`config.mk`:
```
export PLATFORM = sky130hd
export DESIGN_NAME = fetch_prefetch_queue
export DESIGN_NICKNAME = d
export VERILOG_FILES = /design/src/rtl/fetch_prefetch_queue.sv
export SDC_FILE = /design/constraint.sdc
export NUM_CORES = 1
export LEC_CHECK = 0
export CAP_MARGIN = 10
export CORE_AREA = 10 10 162 164
export DETAILED_ROUTE_END_ITERATION = 6
export DIE_AREA = 0 0 172 174
export PLACE_DENSITY_LB_ADDON = 0.15
export SLEW_MARGIN = 5
export SYNTH_ARGS = -nofsm -noshare
export SYNTH_HDL_FRONTEND = slang
export SYNTH_SLANG_ARGS = --single-unit
```
`constraint.sdc`:
```
create_clock -name clk -period 5.91 [get_ports clk]
set_input_delay 0.591 -clock clk [delete_from_list [all_inputs] [get_ports clk]]
set_output_delay 0.591 -clock clk [all_outputs]
set_load 0.005 [all_outputs]
```
`src/rtl/fetch_prefetch_queue.sv`:
```
// Instruction-fetch prefetch queue: issues word fetches over req/ack and buffers {pc, instr} for decode.
// Optional statistics counters (stat_fetch_cnt, stat_flush_cnt) are built when PREFETCH_STATS_EN is defined.
module fetch_prefetch_queue #(
    parameter int          DEPTH    = 4,
    parameter logic [31:0] RESET_PC = 32'h0000_0000
) (
    input  logic        clk,
    input  logic        reset,
    output logic        imem_req,
    output logic [31:0] imem_addr,
    input  logic        imem_ack,
    input  logic [31:0] imem_rdata,
    output logic        inst_valid,
    input  logic        inst_ready,
    output logic [31:0] inst_data,
    output logic [31:0] inst_pc,
    input  logic        redirect_valid,
    input  logic [31:0] redirect_pc,
    output logic [1:0]  fsm_state
`ifdef PREFETCH_STATS_EN
    ,
    output logic [31:0] stat_fetch_cnt,
    output logic [31:0] stat_flush_cnt
`endif
);

    // Handshakes: imem side holds req/addr until ack (ack is a no-op while req=0);
    // decode side transfers the head when inst_valid && inst_ready on a rising edge.
    localparam int PW = (DEPTH > 1) ? $clog2(DEPTH) : 1;
    localparam int CW = PW + 1;

    typedef enum logic [1:0] {
        IDLE = 2'd0,
        WAIT = 2'd1,
        DROP = 2'd2
    } state_t;

    state_t        state, state_next;
    logic [31:0]   fetch_pc, fetch_pc_next;
    logic [31:0]   drop_addr, drop_addr_next;
    logic [31:0]   pc_mem   [DEPTH];
    logic [31:0]   data_mem [DEPTH];
    logic [PW-1:0] rd_ptr, wr_ptr;
    logic [CW-1:0] count, count_next;
    logic          credit, accepted, push, pop;

    // No request is ever outstanding in IDLE, so credit reduces to count < DEPTH.
    assign credit     = (count < CW'(DEPTH));
    assign inst_valid = (count != '0);
    assign inst_data  = inst_valid ? data_mem[rd_ptr] : 32'h0;
    assign inst_pc    = inst_valid ? pc_mem[rd_ptr]   : 32'h0;
    assign fsm_state  = state;

    always_comb begin
        state_next     = state;
        fetch_pc_next  = fetch_pc;
        drop_addr_next = drop_addr;
        imem_req       = 1'b0;
        imem_addr      = fetch_pc;
        case (state)
            IDLE:    imem_req = credit && !redirect_valid;
            WAIT:    imem_req = 1'b1;
            DROP: begin
                imem_req  = 1'b1;
                imem_addr = drop_addr;
            end
            default: imem_req = 1'b0;
        endcase
        // Reset drops the request combinationally; memory side tolerates it.
        imem_req   = imem_req && reset;
        pop        = inst_valid && inst_ready && !redirect_valid;
        accepted   = imem_req && imem_ack;
        push       = accepted && (state != DROP) && !redirect_valid;
        count_next = redirect_valid ? '0 : (count + CW'(push) - CW'(pop));

        if (redirect_valid) begin
            fetch_pc_next = redirect_pc & ~32'h3;
            if (imem_req && !imem_ack) begin
                // Handshake in flight: keep it alive at the old address and discard its data.
                state_next = DROP;
                if (state == WAIT) drop_addr_next = fetch_pc;
            end else begin
                state_next = IDLE;
            end
        end else if (state == DROP) begin
            if (imem_ack) state_next = IDLE;
        end else if (push) begin
            fetch_pc_next = fetch_pc + 32'd4;
            state_next    = (count_next < CW'(DEPTH)) ? WAIT : IDLE;
        end else if (imem_req) begin
            state_next = WAIT;
        end
    end

    always_ff @(posedge clk or negedge reset) begin
        if (!reset) begin
            state     <= IDLE;
            fetch_pc  <= RESET_PC;
            drop_addr <= RESET_PC;
            rd_ptr    <= '0;
            wr_ptr    <= '0;
            count     <= '0;
        end else begin
            state     <= state_next;
            fetch_pc  <= fetch_pc_next;
            drop_addr <= drop_addr_next;
            count     <= count_next;
            if (redirect_valid) begin
                rd_ptr <= '0;
                wr_ptr <= '0;
            end else begin
                if (push) wr_ptr <= wr_ptr + PW'(1);
                if (pop)  rd_ptr <= rd_ptr + PW'(1);
            end
        end
    end

    // Storage needs no reset: outputs are masked while the queue is empty.
    always_ff @(posedge clk) begin
        if (push) begin
            pc_mem[wr_ptr]   <= fetch_pc;
            data_mem[wr_ptr] <= imem_rdata;
        end
    end

`ifdef PREFETCH_STATS_EN
    always_ff @(posedge clk or negedge reset) begin
        if (!reset) begin
            stat_fetch_cnt <= 32'h0;
            stat_flush_cnt <= 32'h0;
        end else begin
            if (push)           stat_fetch_cnt <= stat_fetch_cnt + 32'd1;
            if (redirect_valid) stat_flush_cnt <= stat_flush_cnt + 32'd1;
        end
    end
`endif

endmodule

```
==> flow_metrics.tcl, run 1 <==
set metrics [dict create \
    fin_tns_setup_ns 0 \
    rsz0062_at_grt "false" \
    p_sw_share_pct 24.9 \
    wl_mm 28.7 \
    routed_via_density 6.03 \
    clock_latency_ns 0.55 \
    synthCells 823 \
    crit_fanout 46 \
    yosysUniqueCellTypes 61 \
    io_buffers 162 \
    async_flop_share_pct 21.8 \
    holdBufCountCts 0 \
    crit_slowest_cell "dfrtp_4" \
    run_status "finished clean" \
    tightest_slew_ns 1.00 \
    dp_cells 1240 \
    use_met2_pct 29.6 \
    die_y_um 174 \
    pin_count 169 \
    antenna_found_initial 1 \
    synth_ff_type "edfxtp_1" \
    vdd_drop_max_v 0.000241 \
    final_antenna_net_count 0 \
    hold_class "input port to asynchronous set/reset pin" \
    setup_viol 0 \
    clkPwrFrac_pct 32.0 \
    clkSinkCount 317 \
    cts_setup_buffers 0 \
    h-tree-depth 1 \
    cp-end-kind "primary output" \
    routabilityCongestion 0.821 \
    slew_headroom_pct 33.1 \
    dp_hpwl_mm 17.9 \
    die_x_um 172 \
    finalCriticalPeriod_ns 3.89 \
    power.switching_uw 1630 \
    cp.required_ns 5.32 \
    final_util_pct 71.4 \
    cts_buffers 31 \
    grt-busiest-layer "met2" \
    start_util_pct 58.6 \
    critPathMaxStageDelay_ns 1.04 \
    criticalPathCategory "flop to primary output" \
    grt_overflow 0 \
    grt.met1_usage_pct 26.7 \
    p_comb_share_pct 24.9 \
    synth_edf_count 248 \
    dr.pass1.iters 5 \
    clock-root-buffer "clkbuf_16" \
    maxSlewViolCount 0 \
    synth_area_leaders "edfxtp_1 (55%), dfrtp_1 (13%), mux4_2 (10%), mux2_2 (4.6%), and2_1 (3.0%)" \
    final_cells 1297 \
    dp_slack_ns 2.17 \
    p_int_uw 4910 \
    r2r_slack_ns 2.42 \
    p_seq_share_pct 43.1 \
    post_cts_resized 0 \
    drive_gt1_share_pct 19.0 \
    core-area_um2 23100 \
    drt_iter0_drc 850 \
    grt_pass1_vias 7980 \
    clk_path_buf_depth 3 \
    seq_area_frac_synth_pct 67.7 \
    vias 7815 \
    worstSetupStartpointType "flop" \
    grt_max_degree 76 \
    arrival_ns 3.30 \
    grt_usage_pct 19.0 \
    cts_tree "built" \
    clk_pin_slew_worst_paths_ns 0.06 \
    fin_nets 1064 \
    use_met3_pct 4.33 \
    cp_cell_sequence "buf_4, mux4_2, and2_1, clkdlybuf4s50_1" \
    rows 56 \
    synth-seq-cells 317 \
    setup_ws_ns 2.02 \
    grt_pass1_wl_mm 45.1 \
    wire_per_inst_um 22.1 \
    synth_top_cell_area_share_pct 55.0 \
    syn_area_um2 13500 \
    area_growth_pct 21.9 \
    finalClockSkew_ns 0.0141 \
    yosysWarnings 0 \
    hold_viol_final 0 \
    synth_top_cell_by_area "edfxtp_1" \
    powerDensity_nw_per_um2 396 \
    dieArea_um2 29900 \
    cap_violations 0 \
    period_share_pct 65.8 \
    avgSynthCellArea_um2 16.5 \
    fmax_mhz 257 \
    p_leak_uw 0.00567 \
    drc 0 \
]
cells in the final DEF (no fill, tap or decap), types with 8 or more instances in the layout:
master	n
clkdlybuf4s50_1	160
o21ai_0	24
nor2_1	23
inv_1	13
mux2_2	55
clkbuf_16	31
a31oi_1	9
edfxtp_1	248
nand4_1	11
and2_1	66
bufinv_16	8
nand3_1	28
buf_4	14
nand2_1	24
mux4_2	62
ha_1	11
dfrtp_1	67
nor2b_1	15
area by class of cell:
class / instances / area [um2]
Multi-Input combinational cell: 443 / 4100
Clock buffer: 38 / 802
Timing Repair Buffer: 176 / 1720
Clock inverter: 18 / 285
Sequential cell: 317 / 9180
Inverter: 14 / 52.6
Antenna cell: 1 / 2.50
Tap cell: 290 / 363
Fill cell: 1508 / 6620
critical path: cells and delay by family (launching register included):
family,cells,cell delay [ns]
mux,1,0.55
simple gates,1,0.19
flops,1,1.04
buf+inv,2,0.96
registers in the layout, indices dropped and copies added, names as in the netlist:
| name | flops |
|---|---|
| wr_ptr | 2 |
| pc_mem | 120 |
| count | 3 |
| fsm_state | 2 |
| data_mem | 128 |
| rd_ptr | 2 |
| drop_addr | 30 |
| fetch_pc | 30 |
power by group through the flow:
stage                     clock (uW)  sequential [uW]  combinational, uW
after CTS                       2120             2820               1670
after floorplan                    0             2720                930
final                           2090             2820               1630
after global routing            2220             2860               1770
after detailed placement           0             2870               1660
after global placement             0             2860               1640
per-layer routing:
metal  vias to the layer above  routed length, um
met4                         0                419
met3                        36               2490
li1                       3536                  -
met1                      3930              12000
met5                         -                  0
met2                       313              13700
Yosys cell counts, drive strengths merged, types with 12 or more instances:
library cell and n:
edfxtp 248, dfrtp 69, and2 67, mux4 62
mux2 56, clkbuf 30, nand3 28, o21ai 25
nand2 24, nor2 23, buf 22, nor2b 15
inv 13, nand4 12
final timing paths:
check                      depth (start not counted)                     start                   endpoint
hold / removal                                     2                     reset  drop_addr[26]$_DFFE_PN0P_
hold reg to reg                                    1  drop_addr[4]$_DFFE_PN0P_   drop_addr[4]$_DFFE_PN0P_
setup / recovery                                   4     rd_ptr[0]$_DFFE_PN0P_               inst_data[1]
setup reg to reg                                   7  fsm_state[0]$_DFFE_PN0P_  data_mem[0][16]$_DFFE_PP_
min in group clk                                   1  drop_addr[4]$_DFFE_PN0P_   drop_addr[4]$_DFFE_PN0P_
max in group asynchronous                          3                     reset    fetch_pc[8]$_DFFE_PN0P_
through the flow:
stage | hold slack, ns | power (uW) | instance area (um2)
after floorplan | 0.295 | 3650 | 13600
after global placement | 0.469 | 4490 | 15400
after detailed placement | 0.477 | 4530 | 15400
after CTS | 0.0757 | 6610 | 16500
after global routing | 0.104 | 6840 | 16500
final | 0.0758 | 6530 | 16500
cell families after synthesis:
kind of cell / share of synthesized area, %
XOR/XNOR: 0.453
buffers and inverters: 2.10
flip-flops: 67.7
AND/OR/NAND/NOR: 9.41
adder cells (fa/ha/maj): 1.16
other: 0.0277
multiplexers: 15.0
AO/OA/AOI/OAI: 4.07
Note: power is estimated with default switching activity, not from simulation.
==> run 2: changes to the inputs <==
--- a/config.mk
+++ b/config.mk
@@ -6,9 +6,9 @@
 export NUM_CORES = 1
 export LEC_CHECK = 0
 export CAP_MARGIN = 10
-export CORE_AREA = 10 10 162 164
+export CORE_AREA = 10 10 167 169
 export DETAILED_ROUTE_END_ITERATION = 6
-export DIE_AREA = 0 0 172 174
+export DIE_AREA = 0 0 177 179
 export PLACE_DENSITY_LB_ADDON = 0.15
 export SLEW_MARGIN = 5
 export SYNTH_ARGS = -nofsm -noshare
==> constraint.sdc (replaced) <==
create_clock -name clk -period 3.9 [get_ports clk]
set_input_delay 0.39 -clock clk [delete_from_list [all_inputs] [get_ports clk]]
set_output_delay 0.39 -clock clk [all_outputs]
set_load 0.005 [all_outputs]
==> run 2 against run 1 <==
  * Count of clock-buffer cells in the layout up 4
  * Clock skew up 0.0059 ns
  * Global-route usage down 0.59 points
  * Highest routed layer unchanged
  * Non-clock buffer count up 2
  * Sequential power up 49%
  * Clock power up 56%
  * Setup slack worse by 1.4 ns
  * Register-to-register slack worse by 1.8 ns
  * Die area up 5.9%
==> flow_metrics.tcl, run 2 (synthesis results as in run 1) <==
set metrics [dict create \
    die_x_um 177 \
    setup_ws_ns 0.669 \
    rsz0062_at_grt "false" \
    die_y_um 179 \
    grt_pass1_wl_mm 45.7 \
    tightest_slew_ns 0.955 \
    clk_path_buf_depth 3 \
    wl_mm 28.8 \
    dr.pass1.iters 5 \
    hold_class "input port to asynchronous set/reset pin" \
    wire_per_inst_um 21.5 \
    grt_usage_pct 18.5 \
    cap_violations 0 \
    clock_latency_ns 0.51 \
    grt.met1_usage_pct 25.2 \
    grt_max_degree 76 \
    dp_hpwl_mm 17.6 \
    cts_buffers 34 \
    fmax_mhz 310 \
    cp.required_ns 4.26 \
    r2r_slack_ns 0.67 \
    vias 7797 \
    area_growth_pct 23.2 \
    use_met3_pct 4.65 \
    crit_fanout 7 \
    setup_viol 0 \
    p_leak_uw 0.00572 \
    regArea_um2 9180 \
    multi_input_area_um2 4100 \
    cp-end-kind "flop" \
    reg.largest.list "data_mem x128, pc_mem x120" \
    rows 58 \
    final_common_cell "edfxtp_1" \
    regMostFlops "data_mem" \
    final_antenna_net_count 0 \
    finalCriticalPeriod_ns 3.23 \
    arrival_ns 3.59 \
    start_util_pct 54.7 \
    grt-busiest-layer "met2" \
    drive_gt1_share_pct 19.7 \
    antennaDiodeCount 0 \
    holdBufCountCts 0 \
    clock-root-buffer "clkbuf_16" \
    clkSinkCount 317 \
    powerDensity_nw_per_um2 600 \
    final_cell_mix "edfxtp_1 (248), clkdlybuf4s50_1 (160), dfrtp_1 (67)" \
    rr_worst_depth 15 \
    criticalPathCategory "flop to flop" \
    maxSlewViolCount 0 \
    grt_pass1_vias 7926 \
    grt_overflow 0 \
    run_status "finished clean" \
    h-tree-depth 2 \
    p_total_uw 10000 \
    fin_nets 1069 \
    hold_viol_final 0 \
    routabilityCongestion 0.822 \
    largest_register_ffs 128 \
    clk_pin_slew_worst_paths_ns 0.06 \
    dieArea_um2 31700 \
    finalClockSkew_ns 0.0200 \
    drc 0 \
    post_cts_resized 0 \
    fin_tns_setup_ns 0 \
    slew_headroom_pct 36.3 \
    io_buffers 162 \
    drt_iter0_drc 739 \
    use_met2_pct 29.0 \
    nFillCells 1720 \
    antenna_found_initial 0 \
    core-area_um2 24700 \
    dp_slack_ns 0.544 \
    pin_count 169 \
    vdd_drop_max_v 0.000362 \
    worstSetupStartpointType "flop" \
    cts_tree "built" \
    period_share_pct 82.8 \
    routed_via_density 5.81 \
    cts_setup_buffers 0 \
]
-- run 2: area by class of cell --
cell class / count / area share (%)
flip-flops and latches: 317 / 55.0
repair buffers: 178 / 10.8
well taps: 330 / 2.47
multi-input cells: 443 / 24.6
clock buffers: 42 / 5.72
clock inverters: 17 / 1.14
inverters: 14 / 0.315
-- run 2: worst paths after layout --
check | startpoint | end
max in group asynchronous | reset | rd_ptr[0]$_DFFE_PN0P_
min in group clk | reset | fsm_state[1]$_DFFE_PN0P_
max | fsm_state[1]$_DFFE_PN0P_ | fsm_state[0]$_DFFE_PN0P_
max reg2reg | fsm_state[1]$_DFFE_PN0P_ | fsm_state[0]$_DFFE_PN0P_
min reg2reg | drop_addr[4]$_DFFE_PN0P_ | drop_addr[4]$_DFFE_PN0P_
min | reset | fetch_pc[17]$_DFFE_PN0P_
-- run 2: report_power, final --
part	switching [uW]	internal, uW
Combinational	1030	1540
Clock	1250	2000
Sequential	249	3940
-- run 2: layer usage --
| metal | vias to the layer above | part of all wire, % |
|---|---|---|
| li1 | 3544 | - |
| met1 | 3963 | 44 |
| met2 | 251 | 48 |
| met3 | 39 | 6.8 |
| met4 | 0 | 1.7 |
| met5 | - | 0 |
-- run 2: critical path: stages (launching register included) --
cell,delay (ns)
dfrtp_1,0.42
inv_1,0.12
ha_1,0.16
nor3b_2,0.39
o211ai_1,0.16
nor2_1,0.11
inv_1,0.05
ha_1,0.28
inv_1,0.06
ha_1,0.13
inv_1,0.05
fa_1,0.36
xor2_1,0.16
and2_1,0.16
nor3_1,0.31
a311oi_1,0.15
-- run 2: stage by stage --
stage / utilization, % / cells / instance area [um2] / hold slack [ns]
after floorplan: - / 826 / 13600 / 0.0944
after global placement: 62.8 / 1282 / 15500 / 0.469
after detailed placement: 62.8 / 1282 / 15500 / 0.480
after CTS: 67.4 / 1341 / 16700 / 0.218
after global routing: 67.4 / 1341 / 16700 / 0.256
final: 67.4 / 1341 / 16700 / 0.199
